File: config.mk
export PLATFORM = sky130hd
export DESIGN_NAME = if_fetch
export DESIGN_NICKNAME = d
export VERILOG_FILES = /design/src/rtl/if_fetch.sv
export SDC_FILE = /design/constraint.sdc
export NUM_CORES = 1
export LEC_CHECK = 0
export ABC_CLOCK_PERIOD_IN_PS = 4700
export BUFFER_PORTS_ARGS = -buffer_cell sky130_fd_sc_hd__buf_2
export CAP_MARGIN = 20
export CORE_ASPECT_RATIO = 1.5
export CORE_MARGIN = 3
export CORE_UTILIZATION = 50
export CTS_CLUSTER_DIAMETER = 200
export CTS_CLUSTER_SIZE = 24
export DETAILED_ROUTE_END_ITERATION = 8
export PLACE_DENSITY = 0.84
export SYNTH_ARGS = -nofsm -noshare
export SYNTH_HDL_FRONTEND = slang
export SYNTH_SLANG_ARGS = --single-unit
File: constraint.sdc
create_clock -name clk_i -period 4.7 [get_ports clk_i]
set_input_delay 0.47 -clock clk_i [delete_from_list [all_inputs] [get_ports clk_i]]
set_output_delay 0.47 -clock clk_i [all_outputs]
set_load 0.005 [all_outputs]
File: src/rtl/if_fetch.sv
// Instruction-fetch stage: fetch PC, valid/ack instruction-memory requests, prefetch FIFO.
// Optional build macro IF_FETCH_NOP_FILL_EN: an empty FIFO presents addi x0,x0,0 instead of zero.
module if_fetch #(
  parameter logic [31:0] RESET_PC = 32'h0000_0000,
  parameter int unsigned DEPTH    = 2
) (
  input  logic        clk_i,
  input  logic        rst_i,
  input  logic        stall_i,
  input  logic        flush_i,
  input  logic [31:0] branch_addr_i,
  output logic        imem_req_o,
  output logic [31:0] imem_addr_o,
  input  logic        imem_ack_i,
  input  logic [31:0] imem_data_i,
  output logic [31:0] addr_o,
  output logic [31:0] instr_o,
  output logic        valid_o
);

`ifdef IF_FETCH_NOP_FILL_EN
  localparam logic [31:0] FILL = 32'h0000_0013;
`else
  localparam logic [31:0] FILL = 32'h0000_0000;
`endif

  localparam int unsigned AW = (DEPTH > 1) ? $clog2(DEPTH) : 1;

  typedef logic [AW-1:0] ptr_t;
  typedef logic [AW:0]   cnt_t;

  localparam cnt_t DEPTH_C = DEPTH[AW:0];

  typedef struct packed {
    logic [31:0] addr;
    logic [31:0] instr;
  } entry_t;

  entry_t      mem [DEPTH];
  ptr_t        rd_ptr;
  ptr_t        wr_ptr;
  cnt_t        count;
  logic [31:0] fpc;
  logic        drop;

  logic        hold;
  logic        push;
  logic        pop;
  logic [31:0] target;
  cnt_t        count_n;
  logic [31:0] fpc_n;
  logic        drop_n;
  logic        req_n;
  logic [31:0] addr_n;

  // NOTE: every signal driven here gets a value on every path, so no latch is inferred.
  always_comb begin
    hold    = imem_req_o & ~imem_ack_i;
    push    = imem_req_o & imem_ack_i & ~drop & ~flush_i;
    pop     = valid_o & ~stall_i & ~flush_i;
    target  = branch_addr_i & 32'hFFFF_FFFC;
    count_n = count;
    if (flush_i) begin
      count_n = '0;
    end else begin
      unique case ({push, pop})
        2'b10:   count_n = count + cnt_t'(1);
        2'b01:   count_n = count - cnt_t'(1);
        default: count_n = count;
      endcase
    end
    fpc_n = fpc;
    if (flush_i)   fpc_n = target;
    else if (push) fpc_n = fpc + 32'd4;
    // An unacked request is held until its ack; a flush meanwhile turns that ack into a discard.
    drop_n = hold & (drop | flush_i);
    req_n  = hold | (count_n < DEPTH_C);
    addr_n = hold ? imem_addr_o : fpc_n;
  end

  // NOTE: state registers use non-blocking assignments so every flop samples pre-edge values.
  always_ff @(posedge clk_i or posedge rst_i) begin
    if (rst_i) begin
      fpc         <= RESET_PC;
      count       <= '0;
      rd_ptr      <= '0;
      wr_ptr      <= '0;
      drop        <= 1'b0;
      imem_req_o  <= 1'b0;
      imem_addr_o <= RESET_PC;
    end else begin
      fpc         <= fpc_n;
      count       <= count_n;
      drop        <= drop_n;
      imem_req_o  <= req_n;
      imem_addr_o <= addr_n;
      if (flush_i) begin
        rd_ptr <= '0;
        wr_ptr <= '0;
      end else begin
        if (push) wr_ptr <= wr_ptr + ptr_t'(1);
        if (pop)  rd_ptr <= rd_ptr + ptr_t'(1);
      end
    end
  end

  // NOTE: FIFO storage has no reset; an entry is never read before count says it was written.
  always_ff @(posedge clk_i) begin
    if (push) mem[wr_ptr] <= '{addr: fpc, instr: imem_data_i};
  end

  always_comb begin
    valid_o = (count != '0);
    addr_o  = 32'h0;
    instr_o = FILL;
    if (valid_o) begin
      addr_o  = mem[rd_ptr].addr;
      instr_o = mem[rd_ptr].instr;
    end
  end

endmodule
==> results of run 1 <==
## through the flow
| step | hold slack, ns | power [W] | util | area [um^2] | worst slack, ns |
|---|---|---|---|---|---|
| 6_report | 0.139 | 0.00380 | 0.621 | 9830 | 1.94 |
| 5_1_grt | 0.187 | 0.00393 | 0.621 | 9830 | 1.76 |
| 4_1_cts | 0.157 | 0.00383 | 0.618 | 9790 | 1.88 |
| 3_5_place_dp | 0.454 | 0.00239 | 0.581 | 9200 | 1.91 |
| 3_3_place_gp | 0.448 | 0.00238 | 0.581 | 9200 | 2.01 |
| 2_1_floorplan | 0.434 | 0.00225 | - | 8160 | 0.522 |
## cell usage after synthesis, drive strengths merged
library cell    n
a21oi           9
a221o          13
a221oi          7
and2            5
and2b           1
and3           18
and4            1
and4b           1
buf            10
clkbuf         19
clkinv          1
dfrtp          70
edfxtp        128
ha              3
inv             6
mux2           20
mux2i          65
nand2          32
nand3          13
nand3b          2
nand4           9
nand4b          1
nor2           91
nor2b           2
nor3            6
nor4            5
o21ai          11
or2b            1
or3             1
xnor2          25
xor2            7
## per-layer routing
layer / track usage / wire length [um] / up-vias
met5: 0 / 0 / -
met4: 0.0852 / 488 / 0
met3: 0.0353 / 938 / 32
met2: 0.323 / 8790 / 169
met1: 0.230 / 6820 / 2571
li1: - / - / 2441
## area by class of cell
class,count,area [um^2],share of cell area
flip-flops and latches,198,5600,0.569
multi-input cells,349,2440,0.248
repair buffers,172,921,0.0937
clock buffers,17,425,0.0433
well taps,203,254,0.0258
clock inverters,15,170,0.0173
inverters,7,26.3,0.00267
## critical path, cell delays in order, from the launching register on
cell and delay [ns]:
dfrtp_1 0.44, nor2_4 0.70, buf_4 0.44, nor2_1 0.14, buf_2 0.15
## cell families after synthesis
family | share of synthesized area
multiplexers | 0.107
AO/OA/AOI/OAI | 0.0365
buffers and inverters | 0.0178
adder cells (fa/ha/maj) | 0.00460
flip-flops | 0.686
AND/OR/NAND/NOR | 0.114
XOR/XNOR | 0.0343
## worst paths after layout
check | from | endpoint | slack, ns | cells after the start
worst min-delay path | rst_i | imem_addr_o[4] | 0.14 | 2
max in group asynchronous | rst_i | imem_addr_o[18] | 3.60 | 3
min in group clk_i | imem_data_i[10] | mem[0][10] | 0.24 | 1
worst min register to register | fpc[1] | mem[0][33] | 0.47 | 0
worst max register to register | drop | mem[1][35] | 2.25 | 4
worst max-delay path | count[0] | addr_o[16] | 1.94 | 4
## sequential cells by signal (all words and copies together) (netlist names)
name and cells:
rd_ptr 1, drop 1, count 2, fpc 32
wr_ptr 1, mem 128, imem_req_o 1, imem_addr_o 32
## power by group through the flow
stage	combinational [W]	clock, W	sequential (W)
floorplan	0.000181	0	0.00207
global placement	0.000297	0	0.00208
detailed placement	0.000306	0	0.00209
CTS	0.000310	0.00146	0.00205
global route	0.000345	0.00152	0.00206
finish	0.000311	0.00144	0.00205
==> impl_metrics.tcl, run 1 <==
set metrics [dict create \
    drtAntennaViolNets 0 \
    skew_ns 0.0107 \
    p_sw_frac 0.233 \
    htreeDepth 4 \
    fillers 1250 \
    tightest_slew_ns 0.906 \
    port_buffers 164 \
    yosys-top-cells-area "edfxtp_1 47%, dfrtp_1 21%, mux2i_1 8.0%" \
    worstPathArrival_ns 2.29 \
    overflow 0 \
    setup_tns_ns 0 \
    grt_pass1_wl_mm 25.9 \
    rsz0062_at_grt "false" \
    netlist.area_leader.share 0.471 \
    via_per_inst 5.42 \
    layout-drive-gt1-share 0.311 \
    yosysWarnings 0 \
    comb_power_share 0.082 \
    clock-sinks 198 \
    gr-usage-all-layers 0.189 \
    p_int_w 0.00291 \
    slew_headroom 0.392 \
    wirelength_mm 17.0 \
    synth_cell_types 37 \
    crit_path_max_fanout 41 \
    num_io_pins 167 \
    grt_max_degree 66 \
    ctsResizeCount 0 \
    yosysSeqAreaShare 0.686 \
    final_nets 817 \
    clock_path_buffers 2 \
    firstDrtPassIters 5 \
    hold_buffers 0 \
    power.share.clock 0.379 \
    place_inst 927 \
    status "complete, no violations" \
    place_hpwl_mm 11.4 \
    clk_latency_ns 0.42 \
    final_common_cell "buf_2" \
    stdcell_count 961 \
    fp.coreArea_mm2 0.0158 \
    syn-num-nets 655 \
    power.density_mw_per_mm2 386 \
    yosysTopAreaCell "edfxtp_1" \
    irDropWorstVdd_mv 0.217 \
    die_h_um 162 \
    antenna_cells 0 \
    gp_congestion 0.779 \
    synth-seq-cells 198 \
    p_leak_nw 3.93 \
    die_width_um 110 \
    slew_violations 0 \
    fmax_mhz 362 \
    final_cell_mix "164 x buf_2, 128 x edfxtp_1, 89 x nor2_1" \
    sequentialPowerShare 0.539 \
    wire_per_inst_um 17.7 \
    path_clk_slew_ns 0.07 \
    num_rows 56 \
    cts_buffers 17 \
    drc_errors 0 \
    cts_setup_buffers 0 \
    synthToLayoutAreaGrowth_pct 20.5 \
    cap_violations 0 \
    cts_root_buffer "clkbuf_16" \
    fin_crit_sh 0.587 \
    grt_pass1_vias 5126 \
    syn_avg_cell_area_um2 14.0 \
    cp-start-kind "flip-flop" \
    vias 5213 \
    start_util 0.515 \
    antenna_found_initial 0 \
    dieArea_mm2 0.0179 \
    critPathRequiredTime_ns 4.23 \
    end_kind "output pin" \
    tritoncts "built" \
    drtIter0Drc 296 \
    hold_viol 0 \
    hp-class "in -> async" \
    period_needed_ns 2.76 \
    final-setup-viol-count 0 \
    synth_area_mm2 0.00816 \
    crit_type "reg -> out" \
    syn-instance-count 583 \
    p_switching_w 0.000886 \
]
Power figures use the tool's default switching activity.
==> run 2: changes to the inputs <==
--- a/config.mk
+++ b/config.mk
@@ -5,7 +5,7 @@
 export SDC_FILE = /design/constraint.sdc
 export NUM_CORES = 1
 export LEC_CHECK = 0
-export ABC_CLOCK_PERIOD_IN_PS = 4700
+export ABC_CLOCK_PERIOD_IN_PS = 2600
 export BUFFER_PORTS_ARGS = -buffer_cell sky130_fd_sc_hd__buf_2
 export CAP_MARGIN = 20
 export CORE_ASPECT_RATIO = 1.5
==> constraint.sdc (replaced) <==
create_clock -name clk_i -period 2.6 [get_ports clk_i]
set_input_delay 0.26 -clock clk_i [delete_from_list [all_inputs] [get_ports clk_i]]
set_output_delay 0.26 -clock clk_i [all_outputs]
set_load 0.005 [all_outputs]
==> impl_metrics.tcl, run 2 (same netlist as run 1, synthesis figures left out) <==
set metrics [dict create \
    status "complete, no violations" \
    place_hpwl_mm 11.6 \
    drtAntennaViolNets 0 \
    fillers 1240 \
    worstPathArrival_ns 1.93 \
    stdcell_area_mm2 0.00991 \
    r2r-end "imem_addr_o[30]" \
    drtIter0Drc 245 \
    min_to "mem[1][8]" \
    rsz0062_at_grt "false" \
    layout-drive-gt1-share 0.316 \
    num_rows 56 \
    final_cell_mix "164 x buf_2, 128 x edfxtp_1, 89 x nor2_1" \
    drc_errors 0 \
    irDropWorstVdd_mv 0.525 \
    clock-sinks 198 \
    cts_buffers 17 \
    fin_util 0.626 \
    fp.coreArea_mm2 0.0158 \
    wire_per_inst_um 17.6 \
    top_register "mem" \
    overflow 0 \
    dieArea_mm2 0.0179 \
    cp-start-kind "flip-flop" \
    num_io_pins 167 \
    grt_pass1_wl_mm 26.5 \
    cts_root_buffer "clkbuf_16" \
    grt_pass1_vias 5289 \
    clock_path_buffers 2 \
    power.density_mw_per_mm2 701 \
    htreeDepth 4 \
    die_width_um 110 \
    finalHoldWorstSlack_ns 0.0265 \
    r2r-start "fpc[2]" \
    final_nets 826 \
    cp_slowest_cell "dfrtp_4" \
    port_buffers 164 \
    crit_path_max_fanout 24 \
    antenna_cells 0 \
    path_clk_slew_ns 0.07 \
    clk_latency_ns 0.42 \
    gp_congestion 0.780 \
    slew_violations 0 \
    crit_type "reg -> out" \
    tritoncts "built" \
    skew_ns 0.00997 \
    r2r_slack_ns 0.48 \
    p_leak_nw 3.98 \
    cp_top_family "flip-flops" \
    top_regs "mem (128), fpc (32), imem_addr_o (32)" \
    whs_path_depth 1 \
    ff2ff_path_depth 7 \
    via_per_inst 5.47 \
    final-setup-viol-count 0 \
    end_kind "output pin" \
    final_common_cell "buf_2" \
    placed_cell_area_mm2 0.00930 \
    period_needed_ns 2.19 \
    gr-usage-all-layers 0.193 \
    tightest_slew_ns 0.683 \
    hp-class "in -> reg" \
    preCtsSetupSlack_ns 0.533 \
    vias 5308 \
    die_h_um 162 \
    start_util 0.515 \
    fin_crit_sh 0.843 \
    critPathRequiredTime_ns 2.34 \
    fmax_mhz 456 \
    largest_reg_flops 128 \
    hold_viol 0 \
    setup_tns_ns 0 \
    firstDrtPassIters 5 \
    path_buf_inv 2 \
    worstHoldStart "imem_data_i[8]" \
    crit_path_cell_trace "buf_4, mux2i_1, nor2_1, buf_2" \
    crit_path_max_incr_delay_ns 0.71 \
    slew_headroom 0.544 \
    synthToLayoutAreaGrowth_pct 21.4 \
    wirelength_mm 17.1 \
    antenna_found_initial 0 \
    grt_max_degree 67 \
    ctsResizeCount 0 \
    fin_ws_ns 0.409 \
    cap_violations 0 \
]
[run 2: cell types whose count changed in the layout (fill, tap and decap cells not counted), moves of 2 or more]
| cell | delta |
|---|---|
| buf_4 | +8 |
| buf_12 | +2 |
| clkbuf_1 | +2 |
| clkinvlp_4 | -2 |
| inv_6 | +2 |
| inv_8 | -2 |
[run 2: how the worst max path moves through the flow]
stage / start / end / slack, ns / cells past startpoint
2_1_floorplan: drop / mem[0][0] / 0.38 / 4
3_3_place_gp: fpc[7] / imem_addr_o[30] / 0.59 / 5
3_5_place_dp: fpc[7] / imem_addr_o[30] / 0.53 / 5
4_1_cts: rd_ptr / addr_o[15] / 0.37 / 4
5_1_grt: rd_ptr / addr_o[15] / 0.29 / 4
6_report: rd_ptr / addr_o[15] / 0.41 / 4
[run 2: what timing repair did]
action	CTS	global route
endpoints found under the hold margin	30	0
hold buffers	1	0
buffers inserted	0	0
[run 2: area by class of cell]
class                   instances  area [um^2]  share of cell area
inverters                       7         26.3             0.00265
clock inverters                13          171              0.0173
multi-input cells             349         2440               0.246
flip-flops and latches        198         5600               0.565
well taps                     203          254              0.0256
repair buffers                181          988              0.0997
clock buffers                  19          433              0.0437
[run 2: routing by layer]
layer  vias to the layer above  global-route usage  part of all wire
met2                       202               0.329              0.52
met1                      2601               0.231              0.38
li1                       2462                   -                 -
met4                         0              0.0952             0.036
met3                        43              0.0385             0.056
met5                         -                   0                 0
[run 2: report_power, final]
part | switching (W) | internal (W)
Combinational | 0.000304 | 0.000263
Sequential | 0.000139 | 0.00356
Clock | 0.00114 | 0.00153
Total | 0.00159 | 0.00536
[run 2: stage by stage]
step           cells  power, W
3_3_place_gp     937   0.00431
4_1_cts          970   0.00699
6_report         970   0.00695
2_1_floorplan    583   0.00406
3_5_place_dp     937   0.00433
5_1_grt          970   0.00719
==> run 3: changes to the inputs <==
==> config.mk (replaced) <==
export PLATFORM = sky130hd
export DESIGN_NAME = if_fetch
export DESIGN_NICKNAME = d
export VERILOG_FILES = /design/src/rtl/if_fetch.sv
export SDC_FILE = /design/constraint.sdc
export NUM_CORES = 1
export LEC_CHECK = 0
export ABC_CLOCK_PERIOD_IN_PS = 1950
export BUFFER_PORTS_ARGS = -buffer_cell sky130_fd_sc_hd__buf_2
export CAP_MARGIN = 20
export CORE_ASPECT_RATIO = 1.5
export CORE_MARGIN = 3
export CORE_UTILIZATION = 49
export CTS_CLUSTER_DIAMETER = 200
export CTS_CLUSTER_SIZE = 24
export DETAILED_ROUTE_END_ITERATION = 8
export PLACE_DENSITY = 0.85
export SYNTH_ARGS = -nofsm -noshare
export SYNTH_HDL_FRONTEND = slang
export SYNTH_SLANG_ARGS = --single-unit
==> constraint.sdc (replaced) <==
create_clock -name clk_i -period 1.95 [get_ports clk_i]
set_input_delay 0.195 -clock clk_i [delete_from_list [all_inputs] [get_ports clk_i]]
set_output_delay 0.195 -clock clk_i [all_outputs]
set_load 0.005 [all_outputs]
==> impl_metrics.tcl, run 3 (same netlist as run 1, synthesis figures left out) <==
set metrics [dict create \
    status "complete, no violations" \
    top_register "mem" \
    clk_latency_ns 0.42 \
    tightest_slew_ns 0.358 \
    period_needed_ns 1.89 \
    power.density_mw_per_mm2 864 \
    gp_congestion 0.804 \
    irDropWorstVdd_mv 0.515 \
    top_regs "mem (128), fpc (32), imem_addr_o (32)" \
    grt_pass1_vias 5561 \
    htreeDepth 4 \
    synthToLayoutAreaGrowth_pct 29.0 \
    layout-drive-gt1-share 0.336 \
    skew_ns 0.0118 \
    fp.coreArea_mm2 0.0163 \
    num_io_pins 167 \
    hold_viol 0 \
    gr-usage-all-layers 0.196 \
    final_nets 889 \
    comb_power_share 0.104 \
    wirelength_mm 18.3 \
    crit_path_max_fanout 10 \
    p_leak_nw 4.24 \
    setup_tns_ns 0 \
    tritoncts "built" \
    stdcell_area_mm2 0.0105 \
    cts_root_buffer "clkbuf_16" \
    num_rows 57 \
    die_width_um 111 \
    path_clk_slew_ns 0.07 \
    final-setup-viol-count 0 \
    cp-start-kind "flip-flop" \
    sequentialPowerShare 0.540 \
    vias 5458 \
    antenna_found_initial 0 \
    firstDrtPassIters 4 \
    start_util 0.502 \
    place_hpwl_mm 12.3 \
    worstPathArrival_ns 2.19 \
    wire_per_inst_um 17.7 \
    dieArea_mm2 0.0183 \
    drtAntennaViolNets 0 \
    cap_violations 0 \
    power.total_w 0.00909 \
    grt_pass1_wl_mm 28.3 \
    rsz0062_at_grt "true" \
    placed_cell_area_mm2 0.00950 \
    multiInputGateArea_mm2 0.00247 \
    slew_headroom 0.759 \
    critPathRequiredTime_ns 2.25 \
    via_per_inst 5.27 \
    overflow 0 \
    p_switching_w 0.00221 \
    fillers 1165 \
    die_h_um 164 \
    clock_path_buffers 2 \
    largest_reg_flops 128 \
    drc_errors 0 \
    port_buffers 164 \
    crit_type "reg -> reg" \
    slew_violations 0 \
    drtIter0Drc 274 \
    fin_crit_sh 0.967 \
    p_int_w 0.00689 \
    final_common_cell "buf_2" \
    power.share.clock 0.357 \
    final_cell_mix "164 x buf_2, 128 x edfxtp_1, 88 x nor2_1" \
    register_area_mm2 0.00560 \
    antenna_cells 0 \
    p_sw_frac 0.243 \
    end_kind "flip-flop" \
    fmax_mhz 530 \
    hp-class "in -> reg" \
    grt_max_degree 71 \
    clock-sinks 198 \
    cts_buffers 17 \
]
[run 3: changes by cell type in the layout (fill, tap and decap cells not counted), moves of 3 or more]
cell	previous run	this run
bufinv_16	3	0
buf_4	13	34
buf_12	3	8
clkinvlp_4	1	5
dlygate4sd3_1	1	36
inv_6	4	1
[run 3: area by class of cell]
class	instances	share of cell area
tap	206	0.0245
clock buffer	18	0.0408
clock inverter	14	0.0118
sequential	198	0.532
inverter	7	0.00285
timing repair buffer	244	0.154
multi-input combinational	349	0.234
[run 3: timing repair]
item                                   in CTS  in global routing
pin swaps                                   0                  3
resized for setup                           0                  9
endpoints found under the hold margin     137                  0
hold buffers                               36                  0
buffers inserted                            1                 10
setup endpoints to repair                   1                 23
[run 3: power by group through the flow]
stage	sequential [W]	clock, W	combinational [W]
2_1_floorplan	0.00498	0	0.000440
3_3_place_gp	0.00498	0	0.000819
3_5_place_dp	0.00499	0	0.000851
4_1_cts	0.00490	0.00330	0.000919
5_1_grt	0.00493	0.00348	0.00103
6_report	0.00491	0.00324	0.000941
[run 3: path summary, 6_finish.rpt]
path	startpoint	end	slack, ns	depth (start not counted)
min in group asynchronous	rst_i	imem_addr_o[3]	0.42	4
worst min-delay path	branch_addr_i[25]	fpc[25]	0.02	2
worst min register to register	fpc[1]	mem[1][33]	0.47	0
max in group asynchronous	rst_i	rd_ptr	1.22	4
worst max register to register	drop	imem_addr_o[17]	0.06	6
worst max-delay path	drop	imem_addr_o[17]	0.06	6
[run 3: worst max-delay path: stages (launching register included)]
cell and delay, ns:
dfrtp_1 0.41, nand3b_4 0.23, nor4_4 0.32, buf_6 0.19
nand4_1 0.12, xnor2_1 0.17, a221o_1 0.32
[run 3: per-stage QoR]
stage	hold slack (ns)	std cells	worst slack, ns	util
finish	0.0177	1036	0.0636	0.648
floorplan	0.294	583	-0.214	-
CTS	0.000205	1026	0.0203	0.641
global placement	0.322	957	0.105	0.584
detailed placement	0.327	957	0.0530	0.584
global route	0.00501	1036	-0.0538	0.648
[run 3: routing by layer]
metal | track usage | wire (um) | up-vias
met5 | 0 | 0 | -
li1 | - | - | 2589
met2 | 0.353 | 9820 | 169
met3 | 0.0332 | 663 | 46
met1 | 0.233 | 7250 | 2654
met4 | 0.0852 | 576 | 0
